<file path="src/rtl/conv_bus_pkg.sv">
// Shared types and default widths for the conv bus arbiter and its beat tracker.
package conv_bus_pkg;

  localparam int LEN_W_DEF   = 4;
  localparam int TIMEOUT_DEF = 255;
  localparam int TO_W_DEF    = 8;

  typedef enum logic [2:0] {
    S_IDLE    = 3'd0,
    S_RD_ADDR = 3'd1,
    S_RD_DATA = 3'd2,
    S_WR_ADDR = 3'd3,
    S_WR_DATA = 3'd4
  } arb_state_t;

  function automatic logic is_rd_state(arb_state_t s);
    return (s == S_RD_ADDR) || (s == S_RD_DATA);
  endfunction

  function automatic logic is_wr_state(arb_state_t s);
    return (s == S_WR_ADDR) || (s == S_WR_DATA);
  endfunction

endpackage

</file>
<file path="src/rtl/conv_bus_arb_if.sv">
// Request/handshake bundle between the read/write requesters, the bus and the arbiter.
interface conv_bus_arb_if
  import conv_bus_pkg::*;
#(
  parameter int LEN_W = LEN_W_DEF
);

  logic             rd_req;
  logic [LEN_W-1:0] rd_len;
  logic             arready;
  logic             rvalid;
  logic             rlast;
  logic             wr_req;
  logic [LEN_W-1:0] wr_len;
  logic             awready;
  logic             wready;
  logic             wuser_last;
  logic             grant_rd;
  logic             grant_wr;

  modport master (
    input  rd_req, rd_len, arready, rvalid, rlast,
    input  wr_req, wr_len, awready, wready, wuser_last,
    output grant_rd, grant_wr
  );

  modport slave (
    output rd_req, rd_len, arready, rvalid, rlast,
    output wr_req, wr_len, awready, wready, wuser_last,
    input  grant_rd, grant_wr
  );

endinterface

</file>
<file path="src/rtl/conv_beat_tracker.sv">
// Beat counter and no-handshake watchdog, shared by whichever burst currently owns the bus.
module conv_beat_tracker
  import conv_bus_pkg::*;
#(
  parameter int LEN_W   = LEN_W_DEF,
  parameter int TIMEOUT = TIMEOUT_DEF,
  parameter int TO_W    = TO_W_DEF
) (
  input  logic             clk,
  input  logic             rst_n,
  input  logic             active_i,
  input  logic             start_i,
  input  logic             beat_i,
  input  logic             last_i,
  input  logic [LEN_W-1:0] len_i,
  output logic             done_o,
  output logic             len_err_o,
  output logic             timeout_o
);

  logic [LEN_W-1:0] cnt_q, cnt_d;
  logic [LEN_W-1:0] len_q, len_d;
  logic [TO_W-1:0]  wdog_q, wdog_d;
  logic             end_cnt;
  logic             hs;
  logic             wdog_hit;
  logic             wdog_sat;

  // The compare sees the count before this beat is added.
  assign end_cnt   = (cnt_q == len_q);
  assign done_o    = beat_i & (last_i | end_cnt);
  assign len_err_o = beat_i & ~last_i & end_cnt;

  // A handshake in the expiring cycle keeps the burst alive.
  assign hs        = start_i | beat_i;
  assign wdog_hit  = (wdog_q == TO_W'(TIMEOUT - 1));
  assign wdog_sat  = (wdog_q == TO_W'(TIMEOUT));
  assign timeout_o = active_i & ~hs & wdog_hit;

  always_comb begin
    cnt_d  = cnt_q;
    len_d  = len_q;
    wdog_d = wdog_q;
    if (start_i) begin
      len_d = len_i;
      cnt_d = '0;
    end else if (beat_i && (cnt_q != '1)) begin
      cnt_d = cnt_q + LEN_W'(1);
    end
    // Held at zero while idle, so every burst starts with a fresh watchdog.
    if (!active_i || hs) begin
      wdog_d = '0;
    end else if (!wdog_sat) begin
      wdog_d = wdog_q + TO_W'(1);
    end
  end

  always_ff @(posedge clk or negedge rst_n) begin
    if (!rst_n) begin
      cnt_q  <= '0;
      len_q  <= '0;
      wdog_q <= '0;
    end else begin
      cnt_q  <= cnt_d;
      len_q  <= len_d;
      wdog_q <= wdog_d;
    end
  end

endmodule

</file>
<file path="src/rtl/conv_bus_arb.sv">
// Read/write bus arbiter: grants one burst at a time, alternates under contention, aborts hung bursts.
module conv_bus_arb
  import conv_bus_pkg::*;
#(
  parameter int LEN_W   = LEN_W_DEF,
  parameter int TIMEOUT = TIMEOUT_DEF,
  parameter int TO_W    = TO_W_DEF
) (
  input  logic                  clk,
  input  logic                  rst_n,
  input  logic                  arb_en,
  input  logic                  err_clr,
  conv_bus_arb_if.master        bus,
  output logic                  busy,
  output logic                  err_to,
  output logic                  err_len
);

  arb_state_t       state_q, state_d;
  logic             last_rd_q, last_rd_d;
  logic             err_to_q, err_to_d;
  logic             err_len_q, err_len_d;
  logic             set_to, set_len;

  logic             rd_ahs, wr_ahs;
  logic             trk_active, trk_start, trk_beat, trk_last;
  logic [LEN_W-1:0] trk_len;
  logic             trk_done, trk_len_err, trk_timeout;

  assign rd_ahs     = (state_q == S_RD_ADDR) & bus.rd_req & bus.arready;
  assign wr_ahs     = (state_q == S_WR_ADDR) & bus.wr_req & bus.awready;
  assign trk_active = (state_q != S_IDLE);
  assign trk_start  = rd_ahs | wr_ahs;
  assign trk_beat   = ((state_q == S_RD_DATA) & bus.rvalid) |
                      ((state_q == S_WR_DATA) & bus.wready);
  assign trk_last   = (state_q == S_RD_DATA) ? bus.rlast  : bus.wuser_last;
  assign trk_len    = (state_q == S_RD_ADDR) ? bus.rd_len : bus.wr_len;

  conv_beat_tracker #(
    .LEN_W   (LEN_W),
    .TIMEOUT (TIMEOUT),
    .TO_W    (TO_W)
  ) u_trk (
    .clk       (clk),
    .rst_n     (rst_n),
    .active_i  (trk_active),
    .start_i   (trk_start),
    .beat_i    (trk_beat),
    .last_i    (trk_last),
    .len_i     (trk_len),
    .done_o    (trk_done),
    .len_err_o (trk_len_err),
    .timeout_o (trk_timeout)
  );

  always_comb begin
    state_d   = state_q;
    last_rd_d = last_rd_q;
    set_to    = 1'b0;
    set_len   = 1'b0;
    case (state_q)
      S_IDLE: begin
        if (arb_en) begin
          if (bus.rd_req && bus.wr_req) begin
            state_d = last_rd_q ? S_WR_ADDR : S_RD_ADDR;
          end else if (bus.rd_req) begin
            state_d = S_RD_ADDR;
          end else if (bus.wr_req) begin
            state_d = S_WR_ADDR;
          end
        end
      end
      S_RD_ADDR: begin
        if (rd_ahs) begin
          state_d = S_RD_DATA;
        end else if (!bus.rd_req) begin
          state_d = S_IDLE;
        end else if (trk_timeout) begin
          state_d   = S_IDLE;
          last_rd_d = 1'b1;
          set_to    = 1'b1;
        end
      end
      S_RD_DATA: begin
        if (trk_done || trk_timeout) begin
          state_d   = S_IDLE;
          last_rd_d = 1'b1;
          set_len   = trk_len_err;
          set_to    = trk_timeout;
        end
      end
      S_WR_ADDR: begin
        if (wr_ahs) begin
          state_d = S_WR_DATA;
        end else if (!bus.wr_req) begin
          state_d = S_IDLE;
        end else if (trk_timeout) begin
          state_d   = S_IDLE;
          last_rd_d = 1'b0;
          set_to    = 1'b1;
        end
      end
      S_WR_DATA: begin
        if (trk_done || trk_timeout) begin
          state_d   = S_IDLE;
          last_rd_d = 1'b0;
          set_len   = trk_len_err;
          set_to    = trk_timeout;
        end
      end
      default: state_d = S_IDLE;
    endcase
  end

  // A new error in the same cycle as a clear must not be lost.
  assign err_to_d  = set_to  | (err_to_q  & ~err_clr);
  assign err_len_d = set_len | (err_len_q & ~err_clr);

  always_ff @(posedge clk or negedge rst_n) begin
    if (!rst_n) begin
      state_q   <= S_IDLE;
      last_rd_q <= 1'b0;
      err_to_q  <= 1'b0;
      err_len_q <= 1'b0;
    end else begin
      state_q   <= state_d;
      last_rd_q <= last_rd_d;
      err_to_q  <= err_to_d;
      err_len_q <= err_len_d;
    end
  end

  assign bus.grant_rd = is_rd_state(state_q);
  assign bus.grant_wr = is_wr_state(state_q);
  assign busy         = (state_q != S_IDLE);
  assign err_to       = err_to_q;
  assign err_len      = err_len_q;

endmodule

</file>
<file path="src/flat_wrapper.sv">
// flat-port wrapper written by rule: the top's interface ports become plain ports
module conv_bus_arb_flat import conv_bus_pkg::*;
#(
  parameter int LEN_W   = LEN_W_DEF,
  parameter int TIMEOUT = TIMEOUT_DEF,
  parameter int TO_W    = TO_W_DEF
)
  (clk, rst_n, arb_en, err_clr, busy, err_to, err_len, bus_rd_req, bus_rd_len, bus_arready, bus_rvalid, bus_rlast, bus_wr_req, bus_wr_len, bus_awready, bus_wready, bus_wuser_last, bus_grant_rd, bus_grant_wr);
  conv_bus_arb_if #(.LEN_W(LEN_W)) bus_i ();
  input  logic clk;
  input  logic rst_n;
  input  logic arb_en;
  input  logic err_clr;
  output logic busy;
  output logic err_to;
  output logic err_len;
  input wire logic [$bits(bus_i.rd_req)-1:0] bus_rd_req;
  input wire logic [$bits(bus_i.rd_len)-1:0] bus_rd_len;
  input wire logic [$bits(bus_i.arready)-1:0] bus_arready;
  input wire logic [$bits(bus_i.rvalid)-1:0] bus_rvalid;
  input wire logic [$bits(bus_i.rlast)-1:0] bus_rlast;
  input wire logic [$bits(bus_i.wr_req)-1:0] bus_wr_req;
  input wire logic [$bits(bus_i.wr_len)-1:0] bus_wr_len;
  input wire logic [$bits(bus_i.awready)-1:0] bus_awready;
  input wire logic [$bits(bus_i.wready)-1:0] bus_wready;
  input wire logic [$bits(bus_i.wuser_last)-1:0] bus_wuser_last;
  output wire logic [$bits(bus_i.grant_rd)-1:0] bus_grant_rd;
  output wire logic [$bits(bus_i.grant_wr)-1:0] bus_grant_wr;
  assign bus_i.rd_req = bus_rd_req;
  assign bus_i.rd_len = bus_rd_len;
  assign bus_i.arready = bus_arready;
  assign bus_i.rvalid = bus_rvalid;
  assign bus_i.rlast = bus_rlast;
  assign bus_i.wr_req = bus_wr_req;
  assign bus_i.wr_len = bus_wr_len;
  assign bus_i.awready = bus_awready;
  assign bus_i.wready = bus_wready;
  assign bus_i.wuser_last = bus_wuser_last;
  assign bus_grant_rd = bus_i.grant_rd;
  assign bus_grant_wr = bus_i.grant_wr;
  conv_bus_arb #(.LEN_W(LEN_W), .TIMEOUT(TIMEOUT), .TO_W(TO_W)) u_core (.clk(clk), .rst_n(rst_n), .arb_en(arb_en), .err_clr(err_clr), .bus(bus_i), .busy(busy), .err_to(err_to), .err_len(err_len));
endmodule
</file>
<file path="config.mk">
export PLATFORM = sky130hd
export DESIGN_NAME = conv_bus_arb_flat
export DESIGN_NICKNAME = d
export VERILOG_FILES = /design/src/rtl/conv_bus_pkg.sv /design/src/rtl/conv_bus_arb_if.sv /design/src/rtl/conv_beat_tracker.sv /design/src/rtl/conv_bus_arb.sv /design/src/flat_wrapper.sv
export SDC_FILE = /design/constraint.sdc
export NUM_CORES = 1
export LEC_CHECK = 0
export BUFFER_PORTS_ARGS = -buffer_cell sky130_fd_sc_hd__buf_4
export CORE_MARGIN = 5
export CORE_UTILIZATION = 50
export CTS_CLUSTER_DIAMETER = 120
export DETAILED_ROUTE_END_ITERATION = 10
export PLACE_DENSITY = 0.74
export SETUP_SLACK_MARGIN = 0.1
export SYNTH_ARGS = -nofsm -noshare
export SYNTH_HDL_FRONTEND = slang
export SYNTH_SLANG_ARGS = --single-unit
</file>
<file path="constraint.sdc">
create_clock -name clk -period 2.9 [get_ports clk]
set_input_delay 0.58 -clock clk [delete_from_list [all_inputs] [get_ports clk]]
set_output_delay 0.58 -clock clk [all_outputs]
set_load 0.01 [all_outputs]
</file>
==> impl_metrics.toml, run 1 <==
[detailed_routing]
ant_nets = 0
viasPerCell = 5.82
dr_total_vias = 1123
routed_wl_um = 2820
drt_iter0_markers = 68
wl_per_cell_um = 14.6
firstDrtPassIters = 4
drc = 0

[clock_network]
cts_max_level = 1
cts_max_path_buffers = 2
postCtsResizedCells = 0
cts_tree = "yes"
cts_buffers = 3
cts-root-buf = "clkbuf_4"
clock_latency_ns = 0.31
cts_hold_buffers = 0
clk_pin_slew_ns = 0.13
clock-sinks = 22
post_cts_buffers = 0

[run_status]
outcome = "finished clean"

[die]
die_w_um = 62.1
die_h_um = 62.1
rows = 18
core_area_um2 = 2540
initial_utilization_pct = 53.3
pin_count = 25
dieArea_um2 = 3860

[pwr]
peakVddDrop_uv = 532
cellLeakagePower_uw = 0.000689
power_density_nw_per_um2 = 844

[finish]
design_area_um2 = 1580
synthToLayoutAreaGrowth_pct = 16.1
layout_commonest_cell = "buf_4"
final_cell_mix = "24 x buf_4, 22 x dfrtp_1, 18 x nor2_1"
num-nets-final = 187
stdcell_count = 193
insertedDiodeCount = 0
drive_gt1_share_pct = 22.7

[yosys]
synthTopCellsByArea = "dfrtp_1 41%, nor2_1 5.0%, mux2i_1 4.4%, xnor2_1 3.9%, a21oi_1 3.3%"
synth-compound-area-share_pct = 14.6
synth.top_cell.area_share_pct = 40.6
ys_warn_count = 0
synthMuxAreaShare_pct = 6.08
synth_adder_area_share_pct = 2.76
syn_inst = 140
ys_ff_latch = 22
synthSimpleGateAreaFrac_pct = 24.4
synthXorXnorAreaFrac_pct = 7.10
seq_area_frac_synth_pct = 40.6
synthArstFlopShare_pct = 100
synth_cell_type_count = 43
synth_ff_type = "dfrtp_1"
synth.largest_area_cell = "dfrtp_1"
synth.avg_cell_area_um2 = 9.70
synth_nets = 163
synth_top_family_by_area = "simple AND/OR/NAND/NOR gates"
netlist_area_um2 = 1360
synth_edf_count = 0

[place]
dp_hpwl_um = 2200
gp_congestion = 0.893
io_buffers = 24
dp_cells = 189
dpl-instance-area_um2 = 1540
dp_slack_ns = 0.970

[timing]
rsz0062_at_grt = "no"
hold_viol = 0
timing.fmax_ghz = 0.459
setup_slack_ns = 0.722
hold_ws_ns = 0.130
slew_headroom_pct = 71.3
post-route-min-period_ns = 2.18
slew_violations = 0
setup_viol = 0
setup-tns-final_ns = 0
finalClockSkew_ns = 0.0194
finalCritPeriodShare_pct = 75.1
max_slew.worst_pin.slew_ns = 0.430

[worst_setup_path]
crit_arrival_ns = 1.60
crit_path_max_fanout = 13
end_kind = "output port"
start_kind = "flip-flop"
required_ns = 2.32
path_class = "reg2out"

[global_route]
grt_overflow = 0
track_usage_pct = 14.9
grt_pass1_wl_um = 4840
grt_antenna_before_repair = 0
grt_start_max_net_pins = 23
grt_pass1_vias = 1127

[flow_run]
max_cap_violations = 0

[min_path]
hp-class = "in2async"
==> through the flow <==
stage	power [µW]	util, %
final	1330	61.9
after floorplan	1010	-
after detailed placement	1170	60.5
after CTS	1340	61.9
after global routing	1430	61.9
after global placement	1150	60.5
==> state kept, by name (all words and copies together), names as in the netlist <==
name and cells:
u_core.u_trk.wdog_q 8, u_core.u_trk.cnt_q 4, u_core.u_trk.len_q 4, u_core.state_q 3
u_core.err_len 1, u_core.err_to 1, u_core.last_rd_q 1
==> path summary, 6_finish.rpt <==
| kind | start | end | slack, ns | depth (start not counted) |
|---|---|---|---|---|
| max reg2reg | u_core.state_q[0] | u_core.state_q[2] | 0.94 | 5 |
| max in group asynchronous | rst_n | u_core.state_q[1] | 2.53 | 1 |
| min reg2reg | u_core.err_len | u_core.err_len | 0.54 | 2 |
| min | rst_n | u_core.u_trk.len_q[1] | 0.13 | 1 |
| min in group clk | err_clr | u_core.err_len | 0.45 | 2 |
| max | u_core.state_q[1] | bus_grant_wr | 0.72 | 3 |
==> logic make-up (layout without fill, tap and decap cells) <==
logic type,Yosys count,count (layout)
fa+ha+maj,3,3
simple gates,54,54
xor+xnor,11,11
mux,8,8
flops,22,22
compound gates,30,30
buf+inv,12,35
==> cell usage after synthesis (2+ instances only) <==
cell type,instances
nand4bb_1,2
a21oi_1,9
nand2_1,7
nand3_1,3
buf_6,2
o21ai_1,4
and3b_1,2
xor2_1,5
nor2_1,18
ha_1,3
nand3_2,2
clkbuf_1,2
and2_1,2
nand2b_1,2
nand4_1,6
dfrtp_1,22
mux2_2,2
mux2i_1,6
inv_1,7
o21ai_0,6
xnor2_1,6
==> layout make-up <==
| cell class | instances | area, µm² |
|---|---|---|
| Fill cell | 232 | 968 |
| Inverter | 7 | 26.3 |
| Tap cell | 30 | 37.5 |
| Sequential cell | 22 | 551 |
| Multi-Input combinational cell | 106 | 746 |
| Clock buffer | 4 | 36.3 |
| Timing Repair Buffer | 24 | 180 |
==> report_power, final <==
| part | internal (µW) | switching [µW] |
|---|---|---|
| clock | 76.6 | 89.4 |
| sequential | 397 | 132 |
| combinational | 310 | 326 |
| total | 783 | 548 |
==> metal layers <==
layer / global-route usage, % / wire (µm) / up-vias
met5: 0 / 0 / -
met4: 5.15 / 21 / 0
met3: 5.04 / 160 / 4
met2: 25.9 / 1430 / 35
met1: 16.8 / 1210 / 536
li1: - / - / 548
==> critical path: stages (launching register included) <==
cell      delay [ns]
dfrtp_1         0.62
nand2b_1        0.25
mux2i_1         0.27
buf_4           0.16
No activity file was read; power rests on OpenSTA's default activity.
==> run 2: changes to the inputs <==
CORE_UTILIZATION = 49   (was 50)
PLACE_DENSITY = 0.75   (was 0.74)
clock period = 2 ns   (was 2.9 ns; I/O delays follow)
==> impl_metrics.toml, run 2 (same netlist as run 1, synthesis figures left out) <==
[run_status]
outcome = "finished clean"

[timing]
finalClockSkew_ns = 0.00742
setup_viol = 0
hold_ws_ns = 0.269
rsz0062_at_grt = "yes"
slew_headroom_pct = 71.5
timing.fmax_ghz = 0.538
max_slew.worst_pin.slew_ns = 0.426
finalCritPeriodShare_pct = 92.9
setup-tns-final_ns = 0
slew_violations = 0
hold_viol = 0
post-route-min-period_ns = 1.86

[worst_setup_path]
worst-path-buf-inv = 2
critPathMostFrequentCell = "buf_4"
start_kind = "flip-flop"
crit_slowest_cell = "dfrtp_2"
critPathTopFamily = "flip-flops"
crit_chain = "buf_4 > or3_4 > buf_4"
crit_path_max_fanout = 9
end_kind = "output port"
required_ns = 1.60
crit_arrival_ns = 1.46
path_class = "reg2out"
slowest_delay_ns = 0.48

[pwr]
cellLeakagePower_uw = 0.000719
power_density_nw_per_um2 = 1280
peakVddDrop_uv = 764

[detailed_routing]
drc = 0
wl_per_cell_um = 15.0
firstDrtPassIters = 4
drt_iter0_markers = 112
dr_total_vias = 1135
viasPerCell = 5.70
routed_wl_um = 2980
ant_nets = 0

[finish]
largest_reg_flops = 8
drive_gt1_share_pct = 26.8
ff_latch_area_um2 = 553
multi_input_area_um2 = 761
insertedDiodeCount = 0
final_util_pct = 60.8
final_cell_mix = "27 x buf_4, 20 x dfrtp_1, 18 x nor2_1"
layout_commonest_cell = "buf_4"
synthToLayoutAreaGrowth_pct = 21.5
fillers = 237
largest-register = "u_core.u_trk.wdog_q"
num-nets-final = 192
top_regs = "u_core.u_trk.wdog_q: 8 flops, u_core.u_trk.cnt_q: 4 flops, u_core.u_trk.len_q: 4 flops"

[die]
initial_utilization_pct = 50.1
pin_count = 25
dieArea_um2 = 3920
rows = 19
core_area_um2 = 2710
die_h_um = 62.6
die_w_um = 62.6

[min_path]
hp-class = "in2reg"

[clock_network]
clk_pin_slew_ns = 0.12
cts_max_level = 1
cts_tree = "yes"
cts-root-buf = "clkbuf_4"
clock_latency_ns = 0.31
clock-sinks = 22
cts_buffers = 3
cts_max_path_buffers = 2

[place]
dp_hpwl_um = 2260
gp_congestion = 0.872
io_buffers = 24

[global_route]
grt_start_max_net_pins = 23
grt_pass1_vias = 1104
grt_overflow = 0
track_usage_pct = 15.2
grt_pass1_wl_um = 5010
grt_antenna_before_repair = 0

[flow_run]
max_cap_violations = 0
## run 2: worst register-to-register path: cells and delay by family (launching register included)
| kind | cells | cell delay [ns] |
|---|---|---|
| simple gates | 4 | 1.01 |
| compound gates | 1 | 0.10 |
| flops | 1 | 0.48 |
| buf+inv | 1 | 0.16 |
## run 2: metal layers
layer | vias to the layer above | global-route usage (%) | routed length [µm]
met5 | - | 0 | 0
met4 | 0 | 3.71 | 21
met3 | 2 | 3.60 | 134
met2 | 28 | 26.3 | 1520
met1 | 545 | 19.0 | 1300
li1 | 560 | - | -
## run 2: through the flow
stage               cells  setup WS, ns  total power (µW)  area (µm²)
floorplan             140         0.406              1460        1360
global placement      192         0.305              1670        1560
detailed placement    192         0.240              1710        1560
CTS                   197         0.111              2080        1630
global route          199        0.0891              2270        1650
finish                199         0.142              2110        1650
## run 2: final cells by class
class / count / area share (%)
Multi-Input combinational cell: 106 / 46.1
Sequential cell: 22 / 33.5
Timing Repair Buffer: 29 / 13.2
Tap cell: 31 / 2.35
Clock inverter: 1 / 1.82
Inverter: 7 / 1.59
Clock buffer: 3 / 1.37
## run 2: path summary, 6_finish.rpt
path | from | end | slack [ns] | depth (start not counted)
worst max-delay path | u_core.state_q[2] | busy | 0.14 | 3
worst min-delay path | err_clr | u_core.err_len | 0.27 | 2
worst max register to register | u_core.state_q[2] | u_core.state_q[2] | 0.19 | 6
worst min register to register | u_core.err_len | u_core.err_len | 0.56 | 2
max in group asynchronous | rst_n | u_core.state_q[2] | 1.26 | 2
min in group asynchronous | rst_n | u_core.u_trk.wdog_q[5] | 0.49 | 2
## run 2: what timing repair did
action	in CTS	in global routing
hold endpoints to repair	22	0
endpoints found under the setup margin	2	2
setup buffers	0	2
hold buffers	1	0
resized for setup	3	2
## run 2: power by group
group | total (µW) | switching (µW) | internal (µW)
clock network | 343 | 140 | 203
logic | 1030 | 536 | 495
registers | 732 | 153 | 579
==> run 3: changes to the inputs <==
CAP_MARGIN = 5   (was unset)
CORE_ASPECT_RATIO = 1.5   (was unset)
==> impl_metrics.toml, run 3 (same netlist as run 1, synthesis figures left out) <==
[global_route]
grt_pass1_wl_um = 5010
grt_start_max_net_pins = 23
grt_overflow = 0
track_usage_pct = 16.8
grt_antenna_before_repair = 0
grt_pass1_vias = 1130

[timing]
finalClockSkew_ns = 0.00286
hold_ws_ns = 0.00858
timing.fmax_ghz = 0.560
max_slew.worst_pin.slew_ns = 0.430
rsz0062_at_grt = "no"
finalCritPeriodShare_pct = 89.3
slew_violations = 0
setup-tns-final_ns = 0
hold_viol = 0
slew_headroom_pct = 71.2
post-route-min-period_ns = 1.79
setup_viol = 0

[die]
dieArea_um2 = 3940
die_w_um = 53.0
core_area_um2 = 2680
initial_utilization_pct = 50.7
die_h_um = 74.5
pin_count = 25
rows = 23

[clock_network]
cts-root-buf = "clkbuf_8"
cts_max_level = 1
clock-sinks = 22
clock_latency_ns = 0.26
clk_pin_slew_ns = 0.08
cts_max_path_buffers = 2
cts_tree = "yes"
cts_buffers = 3

[worst_setup_path]
crit_chain = "nand2b_2 > mux2i_1 > buf_4"
crit_arrival_ns = 1.39
crit_path_max_fanout = 10
reg2reg_to = "u_core.last_rd_q"
worst-path-buf-inv = 1
slowest_delay_ns = 0.49
required_ns = 1.60
cp-endpoint = "bus_grant_wr"
worst-path-stages = 3
r2r-start = "u_core.state_q[2]"
crit_slowest_cell = "dfrtp_1"
r2r_slack_ns = 0.24
critPathTopFamily = "flip-flops"
end_kind = "output port"
path_class = "reg2out"
r2r_cells = 5
start_kind = "flip-flop"
critPathLaunch = "u_core.state_q[2]"

[finish]
num-nets-final = 188
final_cell_mix = "25 x buf_4, 20 x dfrtp_1, 18 x nor2_1"
top_regs = "u_core.u_trk.wdog_q: 8 flops, u_core.u_trk.cnt_q: 4 flops, u_core.u_trk.len_q: 4 flops"
insertedDiodeCount = 0
largest_reg_flops = 8
largest-register = "u_core.u_trk.wdog_q"
synthToLayoutAreaGrowth_pct = 19.6
drive_gt1_share_pct = 25.6
layout_commonest_cell = "buf_4"

[detailed_routing]
ant_nets = 0
dr_total_vias = 1105
drc = 0
viasPerCell = 5.50
wl_per_cell_um = 14.7
firstDrtPassIters = 4
routed_wl_um = 2950
drt_iter0_markers = 32

[place]
gp_congestion = 0.876
io_buffers = 24
dp_hpwl_um = 2280

[flow_run]
max_cap_violations = 0

[pwr]
cellLeakagePower_uw = 0.000700
power_density_nw_per_um2 = 1250
peakVddDrop_uv = 760

[min_path]
hp-class = "in2async"

[run_status]
outcome = "finished clean"
[run 3: metrics by stage]
stage | worst slack [ns] | instances | utilization, % | cell area (µm²) | total power [µW]
finish | 0.214 | 201 | 60.7 | 1620 | 2030
global placement | 0.268 | 197 | 58.2 | 1560 | 1660
floorplan | 0.406 | 140 | - | 1360 | 1460
CTS | 0.123 | 201 | 60.2 | 1610 | 2020
detailed placement | 0.206 | 197 | 58.2 | 1560 | 1700
global route | 0.0976 | 201 | 60.7 | 1620 | 2190
[run 3: what timing repair did]
item	in CTS	in global routing
hold buffers	0	0
setup buffers	0	0
endpoints found under the setup margin	0	10
gates resized for setup	0	4
[run 3: cell type report]
class | count | area [µm²]
fillers | 238 | 1050
inverters | 7 | 26.3
flip-flops and latches | 22 | 553
repair buffers | 25 | 188
clock buffers | 4 | 55.1
multi-input cells | 106 | 756
well taps | 37 | 46.3
[run 3: worst min path at each step]
stage	startpoint	endpoint	cells past startpoint
2_1_floorplan	rst_n	u_core.err_len	0
3_3_place_gp	rst_n	u_core.u_trk.len_q[0]	1
3_5_place_dp	rst_n	u_core.u_trk.len_q[0]	1
4_1_cts	rst_n	u_core.u_trk.wdog_q[5]	1
5_1_grt	rst_n	u_core.u_trk.len_q[0]	1
6_report	rst_n	u_core.u_trk.len_q[1]	1
[run 3: routing by layer]
metal / wire length [µm] / track usage (%) / up-vias
met3: 95 / 1.80 / 4
met4: 34 / 5.97 / 0
met1: 1200 / 20.2 / 534
met2: 1620 / 30.2 / 18
li1: - / - / 549
met5: 0 / 0 / -
[run 3: power by group]
| part | leakage (µW) | internal, µW | switching [µW] |
|---|---|---|---|
| Sequential | 0.000280 | 581 | 199 |
| Combinational | 0.000391 | 461 | 472 |
| Clock | 0.0000288 | 176 | 146 |
